$ cat src/rtl/prog_loader.sv
// Byte-serial program loader: 4-phase strobe/ack host link, little-endian word
// assembly into sequential instruction-memory writes, CPU held in reset while loading.
module prog_loader #(
  parameter int unsigned ADDR_W = 6
) (
  input  logic              clk,
  input  logic              rst_n,
  input  logic              load_req,
  input  logic              stb,
  input  logic [7:0]        din,
  output logic              ack,
  output logic              imem_we,
  output logic [ADDR_W-1:0] imem_addr,
  output logic [31:0]       imem_wdata,
  output logic              cpu_rst_n,
  output logic [1:0]        state,
  output logic              ovf
);

  typedef enum logic [1:0] {
    HOLD  = 2'b00,
    LOAD  = 2'b01,
    WRITE = 2'b10,
    RUN   = 2'b11
  } state_e;

  state_e              state_q, state_d;
  logic                req_meta_q, req_meta_d;
  logic                load_req_s_q, load_req_s_d;
  logic                stb_meta_q, stb_meta_d;
  logic                stb_s_q, stb_s_d;
  logic                stb_d_q, stb_d_d;
  logic                pend_q, pend_d;
  logic [1:0]          idx_q, idx_d;
  logic                ack_q, ack_d;
  logic                full_q, full_d;
  logic                ovf_q, ovf_d;
  logic [ADDR_W-1:0]   addr_q, addr_d;
  logic [31:0]         wdata_q, wdata_d;
  logic                cpu_rst_n_q, cpu_rst_n_d;
  logic                stb_rise;
  logic                consume;

  always_ff @(posedge clk or negedge rst_n) begin
    if (!rst_n) begin
      state_q      <= HOLD;
      req_meta_q   <= 1'b0;
      load_req_s_q <= 1'b0;
      stb_meta_q   <= 1'b0;
      stb_s_q      <= 1'b0;
      stb_d_q      <= 1'b0;
      pend_q       <= 1'b0;
      idx_q        <= '0;
      ack_q        <= 1'b0;
      full_q       <= 1'b0;
      ovf_q        <= 1'b0;
      addr_q       <= '0;
      wdata_q      <= '0;
      cpu_rst_n_q  <= 1'b0;
    end else begin
      state_q      <= state_d;
      req_meta_q   <= req_meta_d;
      load_req_s_q <= load_req_s_d;
      stb_meta_q   <= stb_meta_d;
      stb_s_q      <= stb_s_d;
      stb_d_q      <= stb_d_d;
      pend_q       <= pend_d;
      idx_q        <= idx_d;
      ack_q        <= ack_d;
      full_q       <= full_d;
      ovf_q        <= ovf_d;
      addr_q       <= addr_d;
      wdata_q      <= wdata_d;
      cpu_rst_n_q  <= cpu_rst_n_d;
    end
  end

  always_comb begin
    state_d = state_q;
    unique case (state_q)
      HOLD:    state_d = load_req_s_q ? LOAD : RUN;
      LOAD: begin
        if (!load_req_s_q)                                  state_d = RUN;
        else if (pend_q && (idx_q == 2'd3) && !full_q)      state_d = WRITE;
      end
      WRITE:   state_d = LOAD;
      RUN:     if (load_req_s_q) state_d = LOAD;
      default: state_d = HOLD;
    endcase
  end

  always_comb begin
    req_meta_d   = load_req;
    load_req_s_d = req_meta_q;
    stb_meta_d   = stb;
    stb_s_d      = stb_meta_q;
    stb_d_d      = stb_s_q;
    stb_rise     = stb_s_q & ~stb_d_q;
    // A load-request drop wins over a pending byte, so nothing is consumed then.
    consume      = (state_q == LOAD) && load_req_s_q && pend_q;
    pend_d       = (pend_q & ~consume) | stb_rise;
    ack_d        = consume ? 1'b1 : (stb_s_q ? ack_q : 1'b0);
    idx_d        = idx_q;
    full_d       = full_q;
    ovf_d        = ovf_q;
    addr_d       = addr_q;
    wdata_d      = wdata_q;
    unique case (state_q)
      HOLD, RUN: begin
        pend_d = 1'b0;
        if (state_d == LOAD) begin
          addr_d = '0;
          idx_d  = '0;
          ovf_d  = 1'b0;
          full_d = 1'b0;
        end
      end
      LOAD: begin
        if (!load_req_s_q) begin
          idx_d  = '0;
          pend_d = 1'b0;
        end else if (pend_q) begin
          if (full_q) ovf_d = 1'b1;
          else        wdata_d[{idx_q, 3'b000} +: 8] = din;
          idx_d = idx_q + 2'd1;
        end
      end
      WRITE: begin
        // The last address is held rather than wrapped; full blocks further writes.
        if (addr_q == '1) full_d = 1'b1;
        else              addr_d = addr_q + ADDR_W'(1);
      end
      default: ;
    endcase
    cpu_rst_n_d = (state_d == RUN);
  end

  always_comb begin
    state      = state_q;
    imem_we    = (state_q == WRITE);
    imem_addr  = addr_q;
    imem_wdata = wdata_q;
    ack        = ack_q;
    cpu_rst_n  = cpu_rst_n_q;
    ovf        = ovf_q;
  end

endmodule

$ cat config.mk
export PLATFORM = sky130hd
export DESIGN_NAME = prog_loader
export DESIGN_NICKNAME = d
export VERILOG_FILES = /design/src/rtl/prog_loader.sv
export SDC_FILE = /design/constraint.sdc
export NUM_CORES = 1
export LEC_CHECK = 0
export CAP_MARGIN = 20
export CORE_MARGIN = 2
export CORE_UTILIZATION = 49
export DETAILED_ROUTE_END_ITERATION = 6
export PLACE_DENSITY = 0.84
export RECOVER_POWER = 25
export SETUP_SLACK_MARGIN = 0.5
export SLEW_MARGIN = 15
export SYNTH_ARGS = -nofsm -noshare
export SYNTH_HDL_FRONTEND = slang
export SYNTH_SLANG_ARGS = --single-unit
$ cat constraint.sdc
create_clock -name clk -period 2.85 [get_ports clk]
set_input_delay 0.57 -clock clk [delete_from_list [all_inputs] [get_ports clk]]
set_output_delay 0.57 -clock clk [all_outputs]
set_load 0.1 [all_outputs]
==> results.rst, run 1 <==
.. list-table::
   :header-rows: 1

   * - Metric
     - Value
   * - Critical path data required time
     - between 3 and 4 ns
   * - Layout cell share with drive strength beyond 1
     - ~22%
   * - Antenna Cells
     - 0
   * - First-pass detailed-route iteration total
     - 4
   * - Measured slew at the worst slew-check pin
     - 1.19 ns
   * - Worst Setup Start Kind
     - register
   * - Ordered list of cells on the worst path
     - inv_1 > ha_1 > inv_1 > o311ai_4 > o211ai_4 > o31a_1 > o21ba_1
   * - Area of placed instances
     - 0.00294 mm2
   * - # port buffers
     - between 50 and 60
   * - Share of the core filled with cells in the final layout
     - a little under two thirds
   * - Global-route wire length before repair
     - roughly 8000 um
   * - Kind of critical path
     - reg2reg
   * - Mean instance size in the synthesized netlist
     - around 9.9 um2
   * - Row Count
     - 25
   * - Worst path most repeated cell
     - sky130_fd_sc_hd__inv_1
   * - Number of top-level pins
     - 56
   * - Antenna violations before repair
     - 0
   * - Share of the clock period used by the worst path after layout
     - between 70% and 80%
   * - Reg2reg start
     - state[1]$_DFF_PN0_
   * - Fill cell instance count of the final layout
     - between 400 and 500
   * - TritonCTS clock tree
     - done
   * - Stages on the worst setup path
     - 7
   * - Number of design-rule violations left by the first detailed-router iteration
     - 114
   * - Synthesized netlist net count
     - ~270
   * - Gate count of the mapped netlist
     - between 200 and 250
   * - Net count, final
     - 324
   * - Most common cell after layout, fill and taps aside
     - sky130_fd_sc_hd__nand2_1
   * - Min Hold Slack
     - 0.311 ns
   * - Initial Utilization
     - ~51%
   * - Min cycle time layout
     - between 2 and 2.5 ns
   * - RSZ-0062 raised after global routing
     - no
   * - Kind of cell adding the most delay to the critical path
     - compound AO/OA/AOI/OAI gates
   * - Synthesis-stage register bit count
     - 52
   * - Maximum clock rate
     - 450 MHz
   * - DRC violations left
     - 0
   * - Buffers inserted during post-CTS setup optimization
     - 0
   * - Number of buffers inserted for hold repair after clock tree synthesis
     - 0
   * - Data arrival time of the worst path
     - ~2.4 ns
   * - Average wire per standard cell
     - between 10 and 15 um
   * - DP Worst Slack
     - ~0.65 ns
   * - Worst-case clock buffer depth
     - 2
   * - Part of the Yosys area used for sequential elements
     - 54.2%
   * - Gr usage total
     - between 10% and 20%
   * - Number of levels the H-tree was split into
     - 2
   * - Kind of capture point of the worst setup path
     - register
   * - Die boundary width
     - approximately 74 um
   * - Overall die area
     - ~0.0055 mm2
   * - Number of cells in the design after placement
     - roughly 360
   * - Destination of the critical timing path
     - imem_addr[5]$_DFFE_PN0P_
   * - Min setup slack post-route
     - 0.630 ns
   * - Count of vias placed by the detailed router
     - roughly 1900
   * - Final design area excluding fillers
     - between 0.003 and 0.004 mm2
   * - Total negative slack
     - 0 ns
   * - Largest net degree at the start of global routing
     - 24
   * - Post-CTS clock slew at the launch and capture registers of the worst setup and hold paths
     - ~0.090 ns
   * - Count of cells along the worst register-to-register path
     - 7
   * - Via count of the first global-routing pass
     - between 1500 and 2000
   * - Routability Congestion
     - 0.853
   * - End of the worst register-to-register path
     - imem_addr[5]$_DFFE_PN0P_
   * - Number of unique standard cell types used by synthesis
     - 37
   * - Final HPWL DP
     - roughly 3800 um
   * - Final-report hold violation count
     - 0
   * - Worst slew margin relative to its limit
     - about a fifth
   * - Final-report setup violation count
     - 0
   * - YS warnings
     - 0
   * - Die Height
     - between 70 and 80 um
   * - Critical-path top delay cell
     - sky130_fd_sc_hd__dfrtp_4
   * - Count of nets left with antenna violations after detail routing
     - 0
   * - Area Growth Syn to Fin
     - 25.8%
   * - Register-to-register path setup slack
     - 0.63 ns
   * - Worst setup path startpoint
     - state[1]$_DFF_PN0_
   * - Pwr per Cell Area
     - approximately 1100 mW/mm2
   * - Max_cap viols
     - 0
   * - Number of buffers inserted during clock tree synthesis
     - 5
   * - Largest fanout on the critical path
     - 10
   * - Summed instance area of the synthesized netlist
     - 0.00240 mm2
   * - Via count normalized by instance count
     - 5.10
   * - Clock Sink Count
     - between 50 and 60
   * - Number of gates resized after CTS
     - 0
   * - Commonest non-fill, non-tap cells in the layout
     - 75 x sky130_fd_sc_hd__nand2_1, 50 x sky130_fd_sc_hd__dfrtp_1, 47 x sky130_fd_sc_hd__buf_4, 36 x sky130_fd_sc_hd__o21ai_0, 9 x sky130_fd_sc_hd__ha_1
   * - Buffer and inverter count on the worst path
     - 2
   * - Status
     - completed
   * - Path type of the worst min-delay path
     - in2async
   * - Setup Skew
     - around 0.013 ns
   * - Count of non-filler cells in the finished layout
     - 370
   * - Area of the core region
     - between 0.004 and 0.005 mm2
   * - Clock Latency Late Sink
     - 0.31 ns
   * - Total power consumption of the routed design
     - ~3.4 mW
   * - Worst voltage drop across the vdd grid
     - around 680 uV
   * - Root Buffer
     - sky130_fd_sc_hd__clkbuf_8
   * - Slew Viols, Final
     - 0
   * - Total leakage power
     - 1.41 nW
   * - Routed wire length
     - about 5100 um
   * - Congestion Overflow GR
     - 0
   * - Largest stage delay on the critical path
     - about 0.52 ns
registers in the layout (all words and copies together), names as in the netlist, 2 cells and up:
signal      flops
idx_q           2
imem_addr       6
imem_wdata     32
state           2
worst min-delay path by stage:
stage	end	from	depth (start not counted)	slack [ns]
floorplan	ack$_DFFE_PN0P_	rst_n	0	0.27
global route	imem_addr[0]$_DFFE_PN0P_	rst_n	1	0.35
finish	imem_addr[0]$_DFFE_PN0P_	rst_n	1	0.31
CTS	ovf$_DFFE_PN0P_	rst_n	1	0.14
global placement	stb_d_d$_DFF_PN0_	stb_meta_q$_DFF_PN0_	0	0.33
detailed placement	load_req_s_q$_DFF_PN0_	load_req_s_d$_DFF_PN0_	0	0.34
logic make-up after synthesis:
family | share of synthesized area, %
AND/OR/NAND/NOR | 20.6
AO/OA/AOI/OAI | 16.2
flip-flops | 54.2
buffers and inverters | 2.92
adder cells (fa/ha/maj) | 5.21
XOR/XNOR | 0.365
multiplexers | 0.469
synth_stat cells, drive strengths merged:
cell type | instances | area, um2
and3b | 2 | 17.5
o2111ai | 1 | 8.76
buf | 3 | 21.3
clkbuf | 5 | 18.8
o31ai | 1 | 12.5
nor3 | 5 | 35.0
nand3 | 6 | 30.0
o21ai | 36 | 180
o32a | 1 | 10.0
and3 | 2 | 12.5
ha | 10 | 125
mux2 | 1 | 11.3
xnor2 | 1 | 8.76
nand3b | 1 | 7.51
dfrtp | 52 | 1300
nor3b | 3 | 22.5
nor4 | 1 | 6.26
o21ba | 2 | 20.0
a2bb2oi | 1 | 15.0
nand2b | 2 | 12.5
o311ai | 1 | 26.3
inv | 8 | 30.0
o32ai | 2 | 36.3
nand2 | 75 | 282
or3 | 1 | 6.26
a21oi | 5 | 25.0
nor2b | 6 | 37.5
o21a | 1 | 7.51
nor2 | 3 | 11.3
o211ai | 1 | 21.3
and4b | 1 | 13.8
a22o | 2 | 17.5
o31a | 1 | 8.76
final cells by class:
class                   instances  area, um2  share of cell area [%]
flip-flops and latches         52       1310                    43.3
multi-input cells             175       1040                    34.5
repair buffers                 60        464                    15.4
well taps                      67       83.8                    2.78
clock buffers                   5       68.8                    2.28
inverters                       8       30.0                   0.995
clock inverters                 3       22.5                   0.746
power breakdown:
group,switching (mW),total (mW),internal [mW]
sequential,0.110,0.999,0.890
combinational,1.53,2.01,0.475
clock,0.242,0.418,0.176
layer usage:
metal  part of all wire (%)  GRT usage, %
met1                     45          26.6
met2                     49          30.8
met3                    4.3          4.20
met4                    1.5          6.87
met5                      0             0
(Power assumes the default switching activity.)
==> run 2, diff against run 1 <==
--- a/config.mk
+++ b/config.mk
@@ -7,9 +7,9 @@
 export LEC_CHECK = 0
 export CAP_MARGIN = 20
 export CORE_MARGIN = 2
-export CORE_UTILIZATION = 49
+export CORE_UTILIZATION = 45
 export DETAILED_ROUTE_END_ITERATION = 6
-export PLACE_DENSITY = 0.84
+export PLACE_DENSITY = 0.81
 export RECOVER_POWER = 25
 export SETUP_SLACK_MARGIN = 0.5
 export SLEW_MARGIN = 15
==> constraint.sdc (replaced) <==
create_clock -name clk -period 1.8 [get_ports clk]
set_input_delay 0.36 -clock clk [delete_from_list [all_inputs] [get_ports clk]]
set_output_delay 0.36 -clock clk [all_outputs]
set_load 0.1 [all_outputs]
==> run 2 against run 1 <==
The run now ends with setup timing left. Sequential power is 74% higher. Maximum frequency increased by 4.6%. Clock power increased by 120%. Clock skew fell by 0.0030 ns. Design area up 58%. Cell count increased by 18%. Sequential share of layout area is 15 points lower. Register-to-register slack worse by 0.95 ns. Largest power group unchanged.
==> results.rst, run 2 (synthesis gave the netlist of run 1 again) <==
.. list-table::
   :header-rows: 1

   * - Metric
     - Value
   * - Met2 track utilization from global routing
     - 51.6%
   * - Worst Setup Start Kind
     - register
   * - Most common cell after layout, fill and taps aside
     - sky130_fd_sc_hd__buf_4
   * - Congestion Overflow GR
     - 0
   * - Share of the clock period used by the worst path after layout
     - 118%
   * - Status
     - finished, violations left
   * - Overall die area
     - roughly 0.006 mm2
   * - Final HPWL DP
     - ~4600 um
   * - # port buffers
     - 55
   * - Layout cell share with drive strength beyond 1
     - 65.2%
   * - Register-to-register path setup slack
     - -0.32 ns
   * - Share of the core filled with cells in the final layout
     - around 90%
   * - Count of nets left with antenna violations after detail routing
     - 0
   * - DRC violations left
     - 0
   * - Min cycle time layout
     - ~2.1 ns
   * - Antenna violations before repair
     - 0
   * - Max FFs per register
     - 32
   * - Fill cell instance count of the final layout
     - between 150 and 200
   * - Kind of critical path
     - reg2reg
   * - Antenna Cells
     - 0
   * - Most utilized layer in the global route result
     - met2
   * - Net count, final
     - between 300 and 400
   * - Measured slew at the worst slew-check pin
     - 1.29 ns
   * - Initial Utilization
     - roughly 47%
   * - Via count of the first global-routing pass
     - around 2500
   * - Number of top-level pins
     - 56
   * - Number of cells in the design after placement
     - between 300 and 400
   * - Number of buffers inserted during clock tree synthesis
     - 5
   * - Total negative slack
     - -6.10 ns
   * - Buffer and inverter count on the worst path
     - 3
   * - Commonest non-fill, non-tap cells in the layout
     - 48 x sky130_fd_sc_hd__buf_4, 46 x sky130_fd_sc_hd__buf_12, 38 x sky130_fd_sc_hd__nand2_1, 34 x sky130_fd_sc_hd__dfrtp_1, 25 x sky130_fd_sc_hd__o21ai_2
   * - Largest stage delay on the critical path
     - ~0.54 ns
   * - Count of vias placed by the detailed router
     - ~2700
   * - Global-route track usage on met3
     - 6.71%
   * - Max_cap viols
     - 0
   * - Clock Sink Count
     - 52
   * - Clock Latency Late Sink
     - ~0.32 ns
   * - Path type of the worst min-delay path
     - in2async
   * - RSZ-0062 raised after global routing
     - yes
   * - Count of cells along the worst register-to-register path
     - 8
   * - Number of design-rule violations left by the first detailed-router iteration
     - 244
   * - Critical path data required time
     - 1.99 ns
   * - Pwr per Cell Area
     - 1750 mW/mm2
   * - Met1 global-route usage
     - 36.8%
   * - Final-report hold violation count
     - 0
   * - Worst voltage drop across the vdd grid
     - approximately 1300 uV
   * - Die Height
     - approximately 77 um
   * - First-pass detailed-route iteration total
     - 4
   * - Reg2reg start
     - state[1]$_DFF_PN0_
   * - Number of buffers inserted for hold repair after clock tree synthesis
     - 0
   * - Worst setup path startpoint
     - state[1]$_DFF_PN0_
   * - Number of levels the H-tree was split into
     - 2
   * - TritonCTS clock tree
     - done
   * - Routed wire length
     - ~11000 um
   * - Average wire per standard cell
     - around 26 um
   * - Ordered list of cells on the worst path
     - inv_4 > ha_4 > inv_1 > o31ai_2 > nand2_1 > nor3_4 > buf_4 > a21oi_1
   * - Kind of capture point of the worst setup path
     - register
   * - Global-route wire length before repair
     - roughly 14000 um
   * - Largest net degree at the start of global routing
     - 25
   * - End of the worst register-to-register path
     - imem_addr[4]$_DFFE_PN0P_
   * - Kind of cell adding the most delay to the critical path
     - compound AO/OA/AOI/OAI gates
   * - Die boundary width
     - between 70 and 80 um
   * - Routability Congestion
     - between 0.8 and 0.9
   * - Gr usage total
     - a little under a third
   * - Final-report setup violation count
     - 40
   * - Largest fanout on the critical path
     - 4
   * - Worst slew margin relative to its limit
     - 14.0%
   * - Maximum clock rate
     - 471 MHz
   * - Slew Viols, Final
     - 0
   * - Row Count
     - 26
   * - Worst-case clock buffer depth
     - 2
   * - Min setup slack post-route
     - -0.323 ns
   * - Critical-path top delay cell
     - sky130_fd_sc_hd__dfrtp_4
   * - DP Worst Slack
     - -0.211 ns
   * - Total power consumption of the routed design
     - 8.34 mW
   * - Count of non-filler cells in the finished layout
     - roughly 440
   * - Failing checks
     - setup timing
   * - Setup Skew
     - between 0.01 and 0.015 ns
   * - Data arrival time of the worst path
     - 2.32 ns
   * - Root Buffer
     - sky130_fd_sc_hd__clkbuf_8
   * - Total leakage power
     - 2.04 nW
   * - Post-CTS clock slew at the launch and capture registers of the worst setup and hold paths
     - ~0.09 ns
   * - Area Growth Syn to Fin
     - 98.5%
   * - Via count normalized by instance count
     - 6.08
   * - Area of the core region
     - slightly above 0.005 mm2
run 2: final cells by class:
cell class | count | area [um2] | area share [%]
multi-input combinational | 178 | 1610 | 33.7
timing repair buffer | 122 | 1570 | 33.0
sequential | 52 | 1330 | 27.9
clock buffer | 7 | 96.3 | 2.02
tap | 70 | 87.6 | 1.84
inverter | 8 | 40.0 | 0.841
clock inverter | 1 | 30.0 | 0.630
run 2: report_power, final:
part / internal, mW / leakage, nW / switching [mW]
clock network: 0.492 / 0.0645 / 0.421
logic: 2.34 / 1.42 / 3.35
registers: 1.42 / 0.554 / 0.316
total: 4.25 / 2.04 / 4.09
run 2: through the flow:
step	area [um2]	hold slack, ns
floorplan	2590	0.0644
finish	4760	0.300
global route	4760	0.375
CTS	4330	0.0437
global placement	3810	0.333
detailed placement	3810	0.341
run 2: worst register-to-register path, stage by stage, from the launching register on:
cell and delay [ns]:
sky130_fd_sc_hd__dfrtp_4 0.54, sky130_fd_sc_hd__inv_4 0.10, sky130_fd_sc_hd__ha_4 0.16, sky130_fd_sc_hd__inv_1 0.10, sky130_fd_sc_hd__o31ai_2 0.50, sky130_fd_sc_hd__nand2_1 0.20
sky130_fd_sc_hd__nor3_4 0.18, sky130_fd_sc_hd__buf_4 0.16, sky130_fd_sc_hd__a21oi_1 0.06
run 2: metal layers:
| metal | vias to the layer above | part of all wire [%] |
|---|---|---|
| li1 | 1079 | - |
| met1 | 1315 | 36 |
| met2 | 206 | 49 |
| met3 | 65 | 8.1 |
| met4 | 0 | 6.3 |
| met5 | - | 0 |
run 2: timing repair:
item	4_1_cts	5_1_grt
hold endpoints to repair	0	0
pin swaps	35	12
gates resized for setup	81	68
setup endpoints to repair	56	84
cloned	4	0
setup buffers	8	28
run 2: worst max-delay path by stage:
stage,endpoint,slack (ns),cells past startpoint
4_1_cts,imem_addr[2]$_DFFE_PN0P_,-0.14,7
3_5_place_dp,imem_addr[3]$_DFFE_PN0P_,-0.21,6
5_1_grt,imem_addr[2]$_DFFE_PN0P_,-0.38,7
6_report,imem_addr[4]$_DFFE_PN0P_,-0.32,8
2_1_floorplan,idx_q[0]$_DFFE_PN0P_,-0.37,8
3_3_place_gp,imem_addr[3]$_DFFE_PN0P_,-0.15,6
==> run 3, diff against run 2 <==
--- a/config.mk
+++ b/config.mk
@@ -9,6 +9,7 @@
 export CORE_MARGIN = 2
 export CORE_UTILIZATION = 45
 export DETAILED_ROUTE_END_ITERATION = 6
+export GPL_ROUTABILITY_DRIVEN = 0
 export PLACE_DENSITY = 0.81
 export RECOVER_POWER = 25
 export SETUP_SLACK_MARGIN = 0.5
==> results of run 3 <==
No change in the layout: final DEF, timing and power equal those of run 2.
